==> config.mk <==
export PLATFORM = sky130hd
export DESIGN_NAME = uart_rx_frame_flat
export DESIGN_NICKNAME = d
export VERILOG_FILES = /design/src/rtl/uart_rx_frame_pkg.sv /design/src/rtl/uart_rx_frame_if.sv /design/src/rtl/uart_rx_frame_sipo.sv /design/src/rtl/uart_rx_frame.sv /design/src/flat_wrapper.sv
export SDC_FILE = /design/constraint.sdc
export NUM_CORES = 1
export LEC_CHECK = 0
export CORE_ASPECT_RATIO = 1.2
export CORE_MARGIN = 1.5
export CORE_UTILIZATION = 46
export CTS_BUF_LIST = sky130_fd_sc_hd__clkbuf_8
export DETAILED_ROUTE_END_ITERATION = 10
export PLACE_DENSITY_LB_ADDON = 0.25
export SYNTH_ARGS = -nofsm -noshare
export SYNTH_HDL_FRONTEND = slang
export SYNTH_HIERARCHICAL = 1
export SYNTH_SLANG_ARGS = --single-unit
==> constraint.sdc <==
create_clock -name clk -period 1.8 [get_ports clk]
set_input_delay 0.36 -clock clk [delete_from_list [all_inputs] [get_ports clk]]
set_output_delay 0.36 -clock clk [all_outputs]
set_load 0.1 [all_outputs]
==> src/rtl/uart_rx_frame_pkg.sv <==
// uart_rx_frame_pkg: FSM state encodings and oversampling constants shared with the TX side
package uart_rx_frame_pkg;
    localparam int OVERSAMPLE = 16;
    localparam logic [3:0] MID_TICK = 4'(OVERSAMPLE / 2 - 1);
    localparam logic [3:0] LAST_TICK = 4'(OVERSAMPLE - 1);
    localparam logic [2:0] S_IDLE = 3'd0;
    localparam logic [2:0] S_START = 3'd1;
    localparam logic [2:0] S_DATA = 3'd2;
    localparam logic [2:0] S_PARITY = 3'd3;
    localparam logic [2:0] S_STOP = 3'd4;
    localparam logic [2:0] S_WAIT_IDLE = 3'd5;
endpackage

==> src/rtl/uart_rx_frame_if.sv <==
// uart_rx_frame_if: received-byte valid/ready channel towards the bus-side registers
interface uart_rx_frame_if #(parameter int DATA_BITS = 8);
    logic [DATA_BITS-1:0] rx_data;
    logic rx_valid;
    logic rx_ready;
    logic frame_err;
    logic parity_err;
    logic overrun_err;
    modport master(output rx_data, rx_valid, frame_err, parity_err, overrun_err, input rx_ready);
    modport slave(input rx_data, rx_valid, frame_err, parity_err, overrun_err, output rx_ready);
endinterface

==> src/rtl/uart_rx_frame_sipo.sv <==
// sipo_reg: right-shifting SIPO, new bit enters the MSB so an LSB-first stream lands in order
module sipo_reg #(parameter int WIDTH = 8) (
    input  logic             clk,
    input  logic             rst_n,
    input  logic             en,
    input  logic             serial_in,
    output logic [WIDTH-1:0] parallel_out
);
    // shift one bit in per enable
    always_ff @(posedge clk or negedge rst_n) begin
        if (!rst_n) parallel_out <= '0;
        else if (en) parallel_out <= {serial_in, parallel_out[WIDTH-1:1]};
    end
endmodule

==> src/rtl/uart_rx_frame.sv <==
// uart_rx_frame: 16x oversampled UART receiver with parity/stop checks and valid/ready output
module uart_rx_frame
    import uart_rx_frame_pkg::*;
#(parameter int DATA_BITS = 8) (
    input  logic clk,
    input  logic rst_n,
    input  logic baud_tick,
    input  logic rx,
    input  logic parity_en,
    input  logic parity_odd,
    uart_rx_frame_if.master bus
);
    localparam logic [3:0] LAST_BIT = 4'(DATA_BITS - 1);
    logic rx_meta, rxs;
    logic [2:0] state;
    logic [3:0] tick_cnt, bit_cnt;
    logic par_en, par_odd, perr, stop_bit, deliver;
    logic [DATA_BITS-1:0] shift_data;
    logic last_tick;
    assign last_tick = tick_cnt == LAST_TICK;
    sipo_reg #(.WIDTH(DATA_BITS)) u_sipo (
        .clk(clk),
        .rst_n(rst_n),
        .en(baud_tick && last_tick && state == S_DATA),
        .serial_in(rxs),
        .parallel_out(shift_data)
    );
    // two-flop synchronizer for the asynchronous serial line, idles high
    always_ff @(posedge clk or negedge rst_n) begin
        if (!rst_n) {rxs, rx_meta} <= 2'b11;
        else {rxs, rx_meta} <= {rx_meta, rx};
    end
    // frame FSM and tick/bit counters, advancing only on baud ticks
    always_ff @(posedge clk or negedge rst_n) begin
        if (!rst_n) begin
            state <= S_IDLE;
            tick_cnt <= '0;
            bit_cnt <= '0;
            par_en <= 1'b0;
            par_odd <= 1'b0;
            perr <= 1'b0;
            stop_bit <= 1'b1;
            deliver <= 1'b0;
        end else begin
            deliver <= 1'b0;
            if (baud_tick) begin
                tick_cnt <= tick_cnt + 4'd1;
                case (state)
                    S_IDLE: if (!rxs) begin
                        state <= S_START;
                        tick_cnt <= '0;
                    end
                    S_START: if (tick_cnt == MID_TICK) begin
                        state <= rxs ? S_IDLE : S_DATA;
                        tick_cnt <= '0;
                        bit_cnt <= '0;
                        par_en <= parity_en;
                        par_odd <= parity_odd;
                        perr <= 1'b0;
                    end
                    S_DATA: if (last_tick) begin
                        bit_cnt <= bit_cnt == LAST_BIT ? 4'd0 : bit_cnt + 4'd1;
                        if (bit_cnt == LAST_BIT) state <= par_en ? S_PARITY : S_STOP;
                    end
                    S_PARITY: if (last_tick) begin
                        perr <= ^shift_data ^ rxs ^ par_odd;
                        state <= S_STOP;
                    end
                    S_STOP: if (last_tick) begin
                        stop_bit <= rxs;
                        deliver <= 1'b1;
                        state <= rxs ? S_IDLE : S_WAIT_IDLE;
                    end
                    S_WAIT_IDLE: if (rxs) state <= S_IDLE;
                    default: state <= S_IDLE;
                endcase
            end
        end
    end
    // output holding register: load a finished frame, flag overrun if the old one is unread
    always_ff @(posedge clk or negedge rst_n) begin
        if (!rst_n) begin
            bus.rx_data <= '0;
            bus.rx_valid <= 1'b0;
            bus.frame_err <= 1'b0;
            bus.parity_err <= 1'b0;
            bus.overrun_err <= 1'b0;
        end else begin
            bus.overrun_err <= 1'b0;
            if (deliver && (!bus.rx_valid || bus.rx_ready)) begin
                bus.rx_data <= shift_data;
                bus.frame_err <= ~stop_bit;
                bus.parity_err <= perr;
                bus.rx_valid <= 1'b1;
            end else if (deliver) begin
                bus.overrun_err <= 1'b1;
            end else if (bus.rx_ready) begin
                bus.rx_valid <= 1'b0;
            end
        end
    end
endmodule

==> src/flat_wrapper.sv <==
// flat-port wrapper written by rule: the top's interface ports become plain ports
module uart_rx_frame_flat import uart_rx_frame_pkg::*;
#(parameter int DATA_BITS = 8)
  (clk, rst_n, baud_tick, rx, parity_en, parity_odd, bus_rx_data, bus_rx_valid, bus_frame_err, bus_parity_err, bus_overrun_err, bus_rx_ready);
  uart_rx_frame_if #(.DATA_BITS(DATA_BITS)) bus_i ();
  input  logic clk;
  input  logic rst_n;
  input  logic baud_tick;
  input  logic rx;
  input  logic parity_en;
  input  logic parity_odd;
  output wire logic [$bits(bus_i.rx_data)-1:0] bus_rx_data;
  output wire logic [$bits(bus_i.rx_valid)-1:0] bus_rx_valid;
  output wire logic [$bits(bus_i.frame_err)-1:0] bus_frame_err;
  output wire logic [$bits(bus_i.parity_err)-1:0] bus_parity_err;
  output wire logic [$bits(bus_i.overrun_err)-1:0] bus_overrun_err;
  input wire logic [$bits(bus_i.rx_ready)-1:0] bus_rx_ready;
  assign bus_rx_data = bus_i.rx_data;
  assign bus_rx_valid = bus_i.rx_valid;
  assign bus_frame_err = bus_i.frame_err;
  assign bus_parity_err = bus_i.parity_err;
  assign bus_overrun_err = bus_i.overrun_err;
  assign bus_i.rx_ready = bus_rx_ready;
  uart_rx_frame #(.DATA_BITS(DATA_BITS)) u_core (.clk(clk), .rst_n(rst_n), .baud_tick(baud_tick), .rx(rx), .parity_en(parity_en), .parity_odd(parity_odd), .bus(bus_i));
endmodule
---- After elaboration in Yosys (flattened, before gate mapping) ----
Index checks and enable logic that the tools add are counted.
word-level totals
  bits of input ports ..................... 7
  bits in registers ....................... 38
  output and inout port bits .............. 12
operators by class
  eq/ne operators ......................... 16
  mux-type cells .......................... 29
  add/sub/neg operators ................... 2
  reduce and logical (&&, ||, !) cells .... 16
  bitwise operators ....................... 3
operator list
  operator                                                                 count
  3-bit two-way mux                                                        9
  4-bit two-way mux                                                        5
  3-bit case mux with 6 select lines                                       1
  4-bit case mux with 2 select lines                                       2
  1-bit two-way mux                                                        10
  2-bit by 1-bit inequality test with 1-bit output, second input constant  5
  4-bit by 1-bit adder with 4-bit output, second input constant            2
  4-bit by 3-bit == test with 1-bit output, second input constant          2
  4-bit AND reduction                                                      2
  8-bit AND reduction                                                      1
  8-bit XOR reduction                                                      1
  3-bit by 2-bit == test with 1-bit output, second input constant          2
  3-bit == test, second input constant                                     2
  2-bit inequality test, second input constant                             3
  3-bit AND reduction                                                      2
  2-bit nonzero test                                                       3
  4-bit == test, second input constant                                     1
  3-bit by 1-bit == test with 1-bit output, second input constant          1
  1-bit logical AND                                                        3
  3-bit zero test                                                          1
  2-bit two-way mux                                                        1
  1-bit case mux with 2 select lines                                       1
  2-bit AND reduction                                                      1
  1-bit XOR                                                                2
  other kinds (3)                                                          3

---- Longest topological paths before layout ----
  depth in word-level cells ............... 5
  depth in mapped cells ................... 6
  gate-level depth less buffers ........... 5

---- Modules after synthesis ----
Netlist, hierarchy kept.
by module, submodules not included
  module         cells each  instances  area each (um2)
  uart_rx_frame  135         1          1567.8
  sipo_reg       17          1          331.6

---- Worst setup path after synthesis ----
Ideal clock, no wire load.
  kind .................................... reg-to-reg
  start point ............................. register u_core.bus.rx_valid
  end point ............................... register u_core.bus.parity_err
  arrival time ............................ 1.739 ns
  library setup time ...................... 0.126 ns
  required time ........................... 1.674 ns
  path buffers ............................ 1
  stages on the path, launching flop included .. 5
  setup slack ............................. -0.065 ns
  cells stage by stage .................... dfrtp_1 -> nand2b_1 -> nand2_1 -> buf_2 -> mux2_2
between the ends
  word-level cells in the longest chain between the ends .. 3
RTL lines
  what                    line                   source
  from (decl)             uart_rx_frame_if.sv:9  modport master(output rx_data, rx_valid, frame_err, parity_err, overrun_err, input rx_ready);
  from (signal assigned)  uart_rx_frame.sv:84    bus.rx_valid <= 1'b0;
  from (signal assigned)  uart_rx_frame.sv:94    bus.rx_valid <= 1'b1;
  from (signal assigned)  uart_rx_frame.sv:98    bus.rx_valid <= 1'b0;
  1-bit zero test         uart_rx_frame.sv:90    if (deliver && (!bus.rx_valid || bus.rx_ready)) begin
  1-bit logical OR        uart_rx_frame.sv:90
  1-bit logical AND       uart_rx_frame.sv:90
  to (signal assigned)    uart_rx_frame.sv:93    bus.parity_err <= perr;
  to (decl)               uart_rx_frame_if.sv:9
Every way passes these cells.
A chain may end at the register's enable or synchronous reset.

---- Worst setup path after layout ----
  start point ............................. register u_core.state[2]
  end point ............................... register u_core.state[2]
between the ends
  word-level cells in the longest chain between the ends .. 3
  elaborated cells between the ends (all ways) .. 15
  classes of those cells .................. 12 x eq/ne; 1 x mux; 2 x reduce/logical
RTL lines
  what                                                                                                               line                 source
  from (decl)                                                                                                        uart_rx_frame.sv:15  logic [2:0] state;
  from (signal assigned)                                                                                             uart_rx_frame.sv:54  state <= rxs ? S_IDLE : S_DATA;
  from (signal assigned)                                                                                             uart_rx_frame.sv:63  if (bit_cnt == LAST_BIT) state <= par_en ? S_PARITY : S_STOP;
  from (signal assigned)                                                                                             uart_rx_frame.sv:72  state <= rxs ? S_IDLE : S_WAIT_IDLE;
  3-bit by 2-bit == test with 1-bit output (tied with other cells)                                                   uart_rx_frame.sv:48  case (state)
  2-bit inequality test (no source line) / 2-bit by 1-bit inequality test with 1-bit output (equally long branches)  n/a
  8-bit AND reduction (no source line)                                                                               n/a
Several ways; a longest one is shown, not always the timed one.

==> results.json <==
{
  "run_status": "completed",
  "yosys_warnings": 6,
  "arrival_ns": 1.89,
  "cts_tree": "done",
  "drt-vias-per-instance": 5.43,
  "drc": 0,
  "clock_sinks": 38,
  "setup_tns_ns": 0,
  "synth-seq-cells": 38,
  "grt_busiest_layer": "met2",
  "core-area_mm2": 0.00394,
  "end_kind": "flop",
  "holdWs_ns": 0.0770,
  "synth_fp_nets": 161,
  "drv_slew": 0,
  "fill_cells": 333,
  "rsz0062_at_grt": "no",
  "stdcell_area_mm2": 0.00242,
  "place_hpwl_um": 2840,
  "yosysSeqAreaShare": 0.503,
  "power_density_mw_per_mm2": 1010,
  "reg2reg_setup_slack_ns": 0.08,
  "p_leak_nw": 1.10,
  "nNetsFinal": 193,
  "dpl.cell_count": 231,
  "routabilityCongestion": 0.856,
  "die_x_um": 61.7,
  "start_kind": "flop",
  "clk_pin_slew_ns": 0.07,
  "vias": 1297,
  "skew_ns": 0.00302,
  "synth-async-reset-ratio": 1.00,
  "firstDrtPassIters": 4,
  "yosys.cell_types.count": 50,
  "synth_ff_type": "dfrtp_1",
  "setup_viol": 0,
  "track_usage": 0.190,
  "gr-total-overflow": 0,
  "fmax_ghz": 0.582,
  "post_cts_buffers": 0,
  "cts_root_buf": "clkbuf_8",
  "layout_commonest_cell": "dfrtp_1",
  "grt_use_met2": 0.326,
  "ant_nets": 0,
  "cap_viol_max_count": 0,
  "use_met1": 0.207,
  "postRouteWirelength_um": 3790,
  "critical_path_class": "flop to flop",
  "clk_latency_ns": 0.29,
  "multi_input_area_um2": 875,
  "grt_use_met3": 0.0546,
  "crit_required_ns": 1.97,
  "post_drt_wl_per_cell_um": 15.9,
  "worstHoldPathType": "primary input to async pin",
  "diodes": 0,
  "io_pins": 19,
  "start_util": 0.482,
  "hold_buffers": 0,
  "grt_max_degree": 30,
  "synth-edff-count": 0,
  "final-seq-area_um2": 956,
  "post-route-period-util": 0.955,
  "slew_headroom": 0.592,
  "cts_buffers": 5,
  "vdd_drop_max_mv": 0.608,
  "fin_crit_ns": 1.72,
  "grt_pass1_wl_um": 6190,
  "setup_ws_ns": 0.0804,
  "cts_max_level": 2,
  "critical_path.max_fanout": 14,
  "hold_viol_final": 0,
  "synthToLayoutAreaGrowth_pct": 27.2,
  "io_buffers": 18,
  "layout_common_cells": "dfrtp_1 (34), buf_4 (14), buf_12 (13), nand2_1 (13), mux2_2 (10)",
  "stdcell_count": 239,
  "drt_iter0_drc": 41,
  "antenna_found_initial": 0,
  "worst_pin_slew_ns": 0.613,
  "rows": 25,
  "syn_inst": 152,
  "place_area_mm2": 0.00233,
  "synth_area_mm2": 0.00190,
  "avgSynthCellArea_um2": 12.5,
  "grt_pass1_vias": 1362,
  "drive_above_1_share": 0.378,
  "die_h_um": 73.4,
  "dieArea_mm2": 0.00453,
  "pre_cts_ws_ns": -0.0786,
  "clock_path_buffers": 2
}
==> stage by stage <==
stage,utilization,power (mW)
finish,0.613,2.44
global route,0.613,2.57
CTS,0.612,2.44
detailed placement,0.591,1.88
global placement,0.591,1.84
floorplan,-,1.64
==> cell usage after synthesis (2+ instances only) <==
cell type  count  area share
a31oi_1        2      0.0066
buf_2          4       0.011
buf_6          3       0.018
dfrtp_1       35        0.46
dfstp_2        3       0.042
ha_1           2       0.013
inv_1          4      0.0079
mux2_1         2       0.012
mux2_2        10       0.059
mux2_4         8       0.063
mux2i_1        3       0.016
nand2_1       13       0.026
nand2b_1       4       0.013
nand3_1        4       0.011
nand4_1        2      0.0066
nor2_1         5      0.0099
o21ai_0        3      0.0079
o21ai_1        6       0.016
o31ai_1        2      0.0079
o31ai_2        2       0.013
xnor2_1        6       0.028
==> state kept, by name (all words and copies together), names as in the netlist <==
| name | cells |
|---|---|
| u_core/deliver | 1 |
| u_core/bus.rx_valid | 1 |
| u_core/bus.frame_err | 1 |
| u_core/u_sipo/parallel_out | 8 |
| u_core/bus.overrun_err | 1 |
| u_core/bus.parity_err | 1 |
| u_core/tick_cnt | 4 |
| u_core/rxs | 1 |
| u_core/perr | 1 |
| u_core/state | 3 |
| u_core/bit_cnt | 4 |
| u_core/rx_meta | 1 |
| u_core/par_odd | 1 |
| u_core/stop_bit | 1 |
| u_core/bus.rx_data | 8 |
| u_core/par_en | 1 |
==> logic make-up after synthesis <==
kind of cell | share of synthesized area
AND/OR/NAND/NOR | 0.133
flip-flops | 0.503
multiplexers | 0.150
AO/OA/AOI/OAI | 0.119
buffers and inverters | 0.0382
adder cells (fa/ha/maj) | 0.0132
XOR/XNOR | 0.0441
==> power breakdown <==
group          total, mW  internal, mW  switching, mW
Sequential          1.08         0.952          0.126
Clock              0.560         0.263          0.297
Combinational      0.803         0.374          0.429
Total               2.44          1.59          0.852
==> critical path, stage by stage, from the launching register on <==
cell and delay (ns):
dfrtp_1 0.38, buf_4 0.19, or2_2 0.30, a32oi_1 0.29, o211ai_2 0.13, a211o_1 0.31
==> final cells by class <==
type                    count  share of cell area
multi-input cells         102               0.362
flip-flops and latches     38               0.396
repair buffers             33               0.174
inverters                   4             0.00621
clock inverters             3             0.00570
well taps                  54              0.0280
clock buffers               5              0.0285
==> per-layer routing <==
layer,part of all wire,vias to the layer above
met1,0.40,642
met3,0.037,11
met5,0,-
li1,-,608
met2,0.53,36
met4,0.025,0
==> final timing paths <==
check	cells past startpoint	to	start
max	5	u_core/state[2]$_DFFE_PN0P_	u_core/state[2]$_DFFE_PN0P_
min	1	u_core/bus.rx_data[0]$_DFFE_PN0P_	rst_n
max reg2reg	5	u_core/state[2]$_DFFE_PN0P_	u_core/state[2]$_DFFE_PN0P_
min reg2reg	0	u_core/rxs$_DFF_PN1_	u_core/rx_meta$_DFF_PN1_
max in group asynchronous	2	u_core/tick_cnt[2]$_DFFE_PN0P_	rst_n
min in group clk	0	u_core/rxs$_DFF_PN1_	u_core/rx_meta$_DFF_PN1_
==> what timing repair did <==
action | in CTS | in global routing
setup endpoints to repair | 0 | 7
hold endpoints to repair | 0 | 0
resized for setup | 0 | 1
No activity file was read; power rests on OpenSTA's default activity.
